`src/rtl/intersection_scheduler.sv`:
```
// -----------------------------------------------------------------------------
// intersection_scheduler
// Traffic-light phase sequencer for a two-approach intersection (NS and EW).
// Each approach has a protected left-arrow phase, an actuated through-green
// with gap-out and a max-out, then yellow and all-red clearance. An emergency
// preempt brings the active approach through yellow and holds both approaches
// at all-red until the request drops.
//
// Ports
//   clk          in   rising-edge clock
//   reset        in   synchronous active-high reset
//   emergency    in   level preempt request
//   ns_car       in   NS through-vehicle sensor
//   ew_car       in   EW through-vehicle sensor
//   ns_left_req  in   NS left-turn request
//   ew_left_req  in   EW left-turn request
//   ns_out       out  NS lamps {left, green, yellow, red}
//   ew_out       out  EW lamps, same encoding
//   phase        out  current state code (0..8)
//   allstop      out  high only while in PREEMPT
// -----------------------------------------------------------------------------
module intersection_scheduler #(
   parameter int unsigned T_LEFT      = 5,
   parameter int unsigned T_MIN_GREEN = 6,
   parameter int unsigned T_MAX_GREEN = 10,
   parameter int unsigned T_YELLOW    = 3,
   parameter int unsigned T_CLEAR     = 2
) (
   input  logic       clk,
   input  logic       reset,
   input  logic       emergency,
   input  logic       ns_car,
   input  logic       ew_car,
   input  logic       ns_left_req,
   input  logic       ew_left_req,
   output logic [3:0] ns_out,
   output logic [3:0] ew_out,
   output logic [3:0] phase,
   output logic       allstop
);

   localparam int unsigned CNT_W   = 5;
   localparam int unsigned LAMP_W  = 4;

   localparam logic [CNT_W-1:0] CNT_MAX   = CNT_W'(31);
   localparam logic [CNT_W-1:0] LEFT_LAST = CNT_W'(T_LEFT - 1);
   localparam logic [CNT_W-1:0] MIN_LAST  = CNT_W'(T_MIN_GREEN - 1);
   localparam logic [CNT_W-1:0] MAX_LAST  = CNT_W'(T_MAX_GREEN - 1);
   localparam logic [CNT_W-1:0] YEL_LAST  = CNT_W'(T_YELLOW - 1);
   localparam logic [CNT_W-1:0] CLR_LAST  = CNT_W'(T_CLEAR - 1);

   localparam logic [LAMP_W-1:0] LAMP_LEFT   = 4'b1001;
   localparam logic [LAMP_W-1:0] LAMP_GREEN  = 4'b0100;
   localparam logic [LAMP_W-1:0] LAMP_YELLOW = 4'b0010;
   localparam logic [LAMP_W-1:0] LAMP_RED    = 4'b0001;

   typedef enum logic [3:0] {
      NS_LEFT   = 4'd0,
      NS_GREEN  = 4'd1,
      NS_YELLOW = 4'd2,
      NS_CLEAR  = 4'd3,
      EW_LEFT   = 4'd4,
      EW_GREEN  = 4'd5,
      EW_YELLOW = 4'd6,
      EW_CLEAR  = 4'd7,
      PREEMPT   = 4'd8
   } state_e;

   state_e            state_q, state_d;
   logic [CNT_W-1:0]  cnt_q, cnt_d;
   logic              ns_pend_q, ns_pend_d;
   logic              ew_pend_q, ew_pend_d;
   logic              ns_left_pend_q, ns_left_pend_d;
   logic              ew_left_pend_q, ew_left_pend_d;
   logic              last_ew_q, last_ew_d;
   logic [LAMP_W-1:0] ns_out_q, ns_out_d;
   logic [LAMP_W-1:0] ew_out_q, ew_out_d;
   logic              allstop_q, allstop_d;

   // Opposing demand seen by the approach currently holding green
   logic ns_opp_c;
   logic ew_opp_c;
   logic state_chg_c;

   assign ns_opp_c    = ew_pend_q | ew_left_pend_q;
   assign ew_opp_c    = ns_pend_q | ns_left_pend_q;
   assign state_chg_c = (state_d != state_q);

   // Next-state logic
   always_comb begin
      state_d = state_q;
      unique case (state_q)
         NS_LEFT: begin
            if (emergency)               state_d = NS_YELLOW;
            else if (cnt_q == LEFT_LAST) state_d = NS_GREEN;
         end
         NS_GREEN: begin
            // >= on max-out covers demand arriving after a long rest
            if (emergency)
               state_d = NS_YELLOW;
            else if (ns_opp_c && ((cnt_q >= MAX_LAST) || ((cnt_q >= MIN_LAST) && !ns_car)))
               state_d = NS_YELLOW;
         end
         NS_YELLOW: begin
            if (cnt_q == YEL_LAST) state_d = emergency ? PREEMPT : NS_CLEAR;
         end
         NS_CLEAR: begin
            if (emergency)              state_d = PREEMPT;
            else if (cnt_q == CLR_LAST) state_d = ew_left_pend_q ? EW_LEFT : EW_GREEN;
         end
         EW_LEFT: begin
            if (emergency)               state_d = EW_YELLOW;
            else if (cnt_q == LEFT_LAST) state_d = EW_GREEN;
         end
         EW_GREEN: begin
            if (emergency)
               state_d = EW_YELLOW;
            else if (ew_opp_c && ((cnt_q >= MAX_LAST) || ((cnt_q >= MIN_LAST) && !ew_car)))
               state_d = EW_YELLOW;
         end
         EW_YELLOW: begin
            if (cnt_q == YEL_LAST) state_d = emergency ? PREEMPT : EW_CLEAR;
         end
         EW_CLEAR: begin
            if (emergency)              state_d = PREEMPT;
            else if (cnt_q == CLR_LAST) state_d = ns_left_pend_q ? NS_LEFT : NS_GREEN;
         end
         PREEMPT: begin
            // Resume with the clearance of the approach that was last served
            if (!emergency) state_d = last_ew_q ? EW_CLEAR : NS_CLEAR;
         end
         default: state_d = EW_CLEAR;
      endcase
   end

   // Phase counter, pending-request latches and last-served direction
   always_comb begin
      cnt_d          = cnt_q;
      ns_pend_d      = ns_pend_q | ns_car;
      ew_pend_d      = ew_pend_q | ew_car;
      ns_left_pend_d = ns_left_pend_q | ns_left_req;
      ew_left_pend_d = ew_left_pend_q | ew_left_req;
      last_ew_d      = last_ew_q;

      if (state_chg_c)            cnt_d = '0;
      else if (cnt_q != CNT_MAX)  cnt_d = cnt_q + CNT_W'(1);

      // Entry into a served phase clears its request, even against a new set
      if (state_chg_c) begin
         if (state_d == NS_GREEN) ns_pend_d      = 1'b0;
         if (state_d == EW_GREEN) ew_pend_d      = 1'b0;
         if (state_d == NS_LEFT)  ns_left_pend_d = 1'b0;
         if (state_d == EW_LEFT)  ew_left_pend_d = 1'b0;
      end

      unique case (state_q)
         NS_LEFT, NS_GREEN, NS_YELLOW, NS_CLEAR: last_ew_d = 1'b0;
         EW_LEFT, EW_GREEN, EW_YELLOW, EW_CLEAR: last_ew_d = 1'b1;
         default:                                last_ew_d = last_ew_q;
      endcase
   end

   // Lamp decode from the next state so the registered lamps track state_q
   always_comb begin
      ns_out_d  = LAMP_RED;
      ew_out_d  = LAMP_RED;
      allstop_d = 1'b0;
      unique case (state_d)
         NS_LEFT:   ns_out_d  = LAMP_LEFT;
         NS_GREEN:  ns_out_d  = LAMP_GREEN;
         NS_YELLOW: ns_out_d  = LAMP_YELLOW;
         EW_LEFT:   ew_out_d  = LAMP_LEFT;
         EW_GREEN:  ew_out_d  = LAMP_GREEN;
         EW_YELLOW: ew_out_d  = LAMP_YELLOW;
         PREEMPT:   allstop_d = 1'b1;
         default:   ;
      endcase
   end

   // State and datapath registers
   always_ff @(posedge clk) begin
      if (reset) begin
         state_q        <= EW_CLEAR;
         cnt_q          <= '0;
         ns_pend_q      <= 1'b0;
         ew_pend_q      <= 1'b0;
         ns_left_pend_q <= 1'b0;
         ew_left_pend_q <= 1'b0;
         last_ew_q      <= 1'b1;
         ns_out_q       <= LAMP_RED;
         ew_out_q       <= LAMP_RED;
         allstop_q      <= 1'b0;
      end else begin
         state_q        <= state_d;
         cnt_q          <= cnt_d;
         ns_pend_q      <= ns_pend_d;
         ew_pend_q      <= ew_pend_d;
         ns_left_pend_q <= ns_left_pend_d;
         ew_left_pend_q <= ew_left_pend_d;
         last_ew_q      <= last_ew_d;
         ns_out_q       <= ns_out_d;
         ew_out_q       <= ew_out_d;
         allstop_q      <= allstop_d;
      end
   end

   assign phase   = state_q;
   assign ns_out  = ns_out_q;
   assign ew_out  = ew_out_q;
   assign allstop = allstop_q;

endmodule

```
`config.mk`:
```
export PLATFORM = sky130hd
export DESIGN_NAME = intersection_scheduler
export DESIGN_NICKNAME = d
export VERILOG_FILES = /design/src/rtl/intersection_scheduler.sv
export SDC_FILE = /design/constraint.sdc
export NUM_CORES = 1
export LEC_CHECK = 0
export BUFFER_PORTS_ARGS = -buffer_cell sky130_fd_sc_hd__buf_2
export CORE_MARGIN = 2
export CORE_UTILIZATION = 28
export DETAILED_ROUTE_END_ITERATION = 8
export MAX_ROUTING_LAYER = met4
export SKIP_CTS_REPAIR_TIMING = 1
export SLEW_MARGIN = 20
export SYNTH_ARGS = -nofsm -noshare
export SYNTH_HDL_FRONTEND = slang
export SYNTH_SLANG_ARGS = --single-unit
```
`constraint.sdc`:
```
create_clock -name clk -period 3.1 [get_ports clk]
set_clock_uncertainty 0.1 [all_clocks]
set_input_delay 0.62 -clock clk [delete_from_list [all_inputs] [get_ports clk]]
set_output_delay 0.62 -clock clk [all_outputs]
set_load 0.03 [all_outputs]
```
---- Word level (Yosys, flattened, before mapping) ----
Index checks and enable logic that the tools add are counted.
word-level totals
  flip-flop bits (word level) ............. 23
  bits in latches ......................... 0
  bits in writable memories ............... 0
  memory bits (read-only) ................. 0
  output and inout port bits .............. 13
  word-level logic and storage cells ...... 85
  memories ................................ 0
operators by class
  $add $sub $neg .......................... 1
  multiply operators ...................... 0
  divide/modulo/power cells ............... 0
  order comparisons ....................... 2
  equality and inequality tests ........... 19
  shift operators ......................... 0
  muxes and demuxes ....................... 33
  bitwise logic cells ..................... 6
  reduce and logical (&&, ||, !) cells .... 14
operators with widths
  operator             number
  $mux 4               17
  $pmux 4 s9           1
  $eq 4x3->1 const B   7
  $pmux 4 s3           2
  $eq 4x2->1 const B   3
  $mux 1               11
  $eq 4x1->1 const B   2
  $eq 4x4->1 const B   2
  $logic_not 4->1      2
  $reduce_or 4->1      2
  $or 1x1->1           6
  $add 5x1->5 const B  1
  $eq 5x1->1 const B   1
  $eq 5x2->1 const B   1
  $eq 5x3->1 const B   1
  $ge 5x3->1 const B   1
  $ge 5x4->1 const B   1
  $ne 5x5->1 const B   1
  $logic_and 1x1->1    4
  $ne 4x4->1           1
  $mux 3               1
  $logic_not 1->1      2
  $logic_or 1x1->1     2
  $pmux 1 s2           1
  other kinds (2)      2

---- Depth between registers and ports, before layout ----
  word-level depth ........................ 10
  gate-level depth with buffers ........... 8
  depth with buffers taken out ............ 8

---- Least setup slack after synthesis ----
No wires, ideal clock.
  path kind ............................... flip-flop to flip-flop
  start point ............................. register cnt_q[0]
  end point ............................... register cnt_q[0]
  setup time .............................. 130 ps
  arrival time ............................ 2005 ps
  required time ........................... 2870 ps
  slack ................................... 866 ps
  cell stages (with the launch flop) ...... 8
  buffers on the path ..................... 0
  clock period less this slack ............ 2234 ps
  cells stage by stage .................... dfxtp_1 > ha_1 > or4b_4 > o2111ai_2 > o311ai_4 > a211oi_4 > a211o_2 > nor3_1
between the ends
  word-level cells in the longest chain between the ends .. 9
  elaborated cells on any way between the ends .. 30
  classes of those cells .................. add/sub (1); order compare (2); eq/ne (5); mux (15); reduce/logical (7)
ends and longest elaborated chain
  what                                         RTL line  source
  from (decl)                                  70        logic [CNT_W-1:0] cnt_q, cnt_d;
  from (signal assigned)                       195       cnt_q <= cnt_d;
  $ge 5x3->1                                   101, 118
  $logic_and 1x1->1, on equally long branches  118, 101
  $logic_or 1x1->1, on equally long branches   118, 101
  $logic_and 1x1->1, on equally long branches  118, 101
  $mux 4, on equally long branches             118, 101
  $mux 4, on equally long branches             116, 99
  $pmux 4 s9                                   92        unique case (state_q)
  $ne 4x4->1                                   87        assign state_chg_c = (state_d != state_q);
  $reduce_or 2->1 (no source line)             n/a
Several ways; a longest one is shown, not always the timed one.
A chain may end at the register's enable or synchronous reset.

---- Worst setup path after layout ----
  start point ............................. register cnt_q[0]
  end point ............................... register cnt_q[2]
Same word-level chain as after synthesis.

==> summary by stage <==
Die
The region available for standard cell placement spans 4414 um2. The die covers 5214 um2. Measured along the x axis, the die boundary spans 72.21 um.

For this configuration, the core starts out at a cell density of 29.51%. Measured along the y axis, the die boundary spans 72.21 um. For this design the top-level I/O count stands at 20.

The placement row count is 24.

Layout
Excluding fillers, the count of instances in the completed layout stands at 211. The post-layout utilization of the core is 33.25%. The area growth from synthesis to final layout is 12.68%. The final net count is 172.

The fraction of final layout cells sized beyond drive strength 1 is 21.38%. The antenna diode count is 0.

Critical path
The critical path class is register to register. The cell family contributing the most delay on the critical path is compound AO/OA/AOI/OAI gates. Counting both buffers and inverters, the worst setup path holds a total of 0. The peak per-stage delay on the critical path is 0.49 ns. The cell with the biggest individual delay on the critical path is or4b_4. The critical path data arrival time is 2.53 ns. The worst setup path is launched from a register. The data required time of the worst path is 3.13 ns. Of all nets on the critical path, the largest fanout is 7. The critical path goes through ha_1 > or4b_4 > o2111ai_2 > o311ai_4 > a211oi_4 > a211o_2 > nor3_1. The worst setup path is captured at a register.

Synth
The most frequently used cell type in the post-synthesis netlist is dfxtp_1. The commonest cells after synthesis are dfxtp_1, nor2_1, nand2_1, nor3_1. The net count after synthesis is 156.

In this run the biggest area consumer among cell types represents 35.35% of the synthesized area. The share of the synthesized area in compound gates (AO/OA/AOI/OAI) is 20.85%. In the post-synthesis netlist, the biggest area contributors are dfxtp_1, nor2_1, ha_1, nor3_1, nand2b_1.

The share of synthesized cell area in full adder, half adder and majority cells is 4.803%. The number of warnings issued by yosys is 0. The part of the Yosys area used for sequential elements is 35.35%. dfxtp_1 takes more of the synthesized area than any other cell. The total of flip-flops plus latches after synthesis is 23. The simple-gate share of the synthesized area is 29.01%. A synthesized cell averages 9.045 um2. In this run the cell area of the synthesized design comes to 1302 um2. After synthesis, the share of flip-flops with an asynchronous set or reset is 0%. The most instantiated flip-flop cell in the synthesis netlist is dfxtp_1. After Yosys synthesis, XOR and XNOR cells account for 3.362% of the synthesized area. Multiplexer cells account for 2.305% of the synthesized area. After synthesis, the largest family of logic cells by area is simple AND/OR/NAND/NOR gates. The netlist uses 51 different library cells. The synthesized instance count is 144.

The number of synthesized flops with an enable pin is 0.

STA
Hold timing on the final database bottoms out at a slack of 0.3685 ns. The measured slew at the worst slew-check pin is 0.5382 ns. The final critical delay including setup and external delays is 2.502 ns.

Setup repair after global routing left no endpoint under its margin. After layout, the worst path uses 80.70% of the clock period. The worst pin sits at a relative slew slack of 63.95%. The final setup TNS is 0 ns.

The setup slack of the critical path after layout is 0.5983 ns. The count of final hold-check violations is 0. The total count of max-transition violations in the final report came to 0. Timing would allow up to 0.3997 GHz.

The final count of negative-setup-slack endpoints is 0.

GRT
The all-layer global routing usage is 11.27%. The first global-routing pass estimated 4485 um of wire. The number of global-route vias before repair is 981. The pin count of the biggest net entering global routing is 15. For this run the aggregate overflow at the end of global routing stands at 0.

The number of antenna violations at the first check in global routing is 0.

Clocking
The register clock-pin slew on the reported worst setup and hold paths is 0.08 ns. Clock tree synthesis selected as its root buffer the cell clkbuf_8. Buffers inserted during clock tree synthesis total 3.

The source-to-sink clock delay at the later pin of the worst-skew pair is 0.26 ns. The clock passes through at most 2 buffers. In this run the number of H-tree levels came out at 1. Clock tree synthesis found a total of 23 sinks. TritonCTS built the clock tree.

Power
The share of power burned in the clock network is 19.0%. The relative contribution of sequential cells to total power is 41.9%. VDD sags by at most 0.2339 mV. Of the total power, the share spent switching nets is 39.72%.

In this run the static leakage power is 0.0005756 uW. Per report_power, the combinational group accounts for 39.2% of the total. For this design the ratio of total power to cell area is 646.4 nW/um2.

The internal portion of the total power is 571.8 uW. Summed over all nets, the switching power comes to 376.8 uW.

Detailed routing
The detailed-route via count is 1,033. The count of nets left with antenna violations once routing finished came out at 0. The wire length per cell after detailed routing is 12.48 um. After detailed routing, the total wire length is 2634 um. The first-iteration detailed-routing DRC count is 69. The first-pass iteration count of the detailed router is 4.

The number of remaining DRC errors is 0. After detailed routing, the number of vias per cell comes to 4.896.

Min path
The tightest min-delay check is of the register to register type.

Placed design
The total placed cells including tap cells is 207. After legalization and detailed placement, the total HPWL measured 2022 um. In this run the tool buffered the top-level ports with 19 buffer cells.

The congestion estimate from routability-driven global placement came to 0.8536. Timing analysis after detailed placement gives a worst setup slack of 0.6181 ns.

Run status
The run finished with clean final reports.

Run
The reported max-cap violation count is 0.
-- cell type report --
cell class,instances,area [um2]
multi-input combinational,109,785.8
inverter,4,15.01
sequential,23,460.4
clock inverter,1,5.005
fill,468,2947
clock buffer,3,41.29
tap,52,65.06
timing repair buffer,19,95.09
-- power by group through the flow --
stage | logic, uW | clock network (uW) | registers (uW)
floorplan | 251 | 0 | 438
global placement | 373 | 0 | 404
detailed placement | 373 | 0 | 403
CTS | 374 | 187 | 397
global route | 411 | 197 | 406
finish | 371 | 180 | 397
-- flip-flops by register name, summed over array words and instances, names as in the netlist --
name / flops
cnt_q: 5
ew_out: 4
ns_out: 4
phase: 4
allstop: 1
ew_left_pend_q: 1
ew_pend_q: 1
last_ew_q: 1
ns_left_pend_q: 1
ns_pend_q: 1
-- layout by cell type (no fill, tap or decap), types with 2 or more instances in the layout --
master | synthesis | routed
o21ai_0 | 5 | 5
nand3b_1 | 3 | 3
xor2_1 | 3 | 3
dfxtp_1 | 23 | 23
mux2i_1 | 3 | 3
xnor2_1 | 2 | 2
a211oi_1 | 2 | 2
inv_1 | 4 | 4
nor4b_1 | 2 | 2
ha_1 | 5 | 5
or2_2 | 2 | 2
nor2_1 | 20 | 20
a311oi_1 | 2 | 2
o31ai_1 | 2 | 2
nand2_1 | 8 | 8
clkbuf_8 | 0 | 3
nand2b_1 | 5 | 5
nor3_1 | 8 | 8
a21oi_1 | 3 | 3
nor2b_1 | 5 | 5
nand3_1 | 2 | 2
buf_2 | 3 | 19
-- stage by stage --
step / total power (uW) / area (um2)
4_1_cts: 957.7 / 1468
2_1_floorplan: 689.1 / 1303
5_1_grt: 1014 / 1468
6_report: 948.7 / 1468
3_5_place_dp: 776.1 / 1421
3_3_place_gp: 777.1 / 1421
-- cell families (layout without fill, tap and decap cells) --
group	count (synthesis)	after routing
buffers and inverters	12	27
adder cells (fa/ha/maj)	5	5
flip-flops	23	23
XOR/XNOR	5	5
AO/OA/AOI/OAI	30	30
AND/OR/NAND/NOR	66	66
multiplexers	3	3
-- final timing paths --
| kind | start | to | slack, ns | cells after the start |
|---|---|---|---|---|
| setup / recovery | cnt_q[0]$_SDFFE_PP0P_ | cnt_q[2]$_SDFFE_PP0P_ | 0.60 | 7 |
| hold / removal | last_ew_q$_SDFFE_PP1P_ | last_ew_q$_SDFFE_PP1P_ | 0.37 | 1 |
| setup reg to reg | cnt_q[0]$_SDFFE_PP0P_ | cnt_q[2]$_SDFFE_PP0P_ | 0.60 | 7 |
| hold reg to reg | last_ew_q$_SDFFE_PP1P_ | last_ew_q$_SDFFE_PP1P_ | 0.37 | 1 |
-- metal layers --
metal / part of all wire (%) / GRT usage, % / up-vias
met5: 0 / - / -
met3: 3.5 / 2.083 / 4
met1: 53 / 15.00 / 461
li1: - / - / 545
met4: 1.6 / 4.403 / 0
met2: 42 / 16.92 / 23
-- worst reg2reg max path, stage by stage (launching register included) --
cell	delay, ns
dfxtp_1	0.47
ha_1	0.24
or4b_4	0.49
o2111ai_2	0.26
o311ai_4	0.17
a211oi_4	0.32
a211o_2	0.26
nor3_1	0.07
No activity file was read; power rests on OpenSTA's default activity.
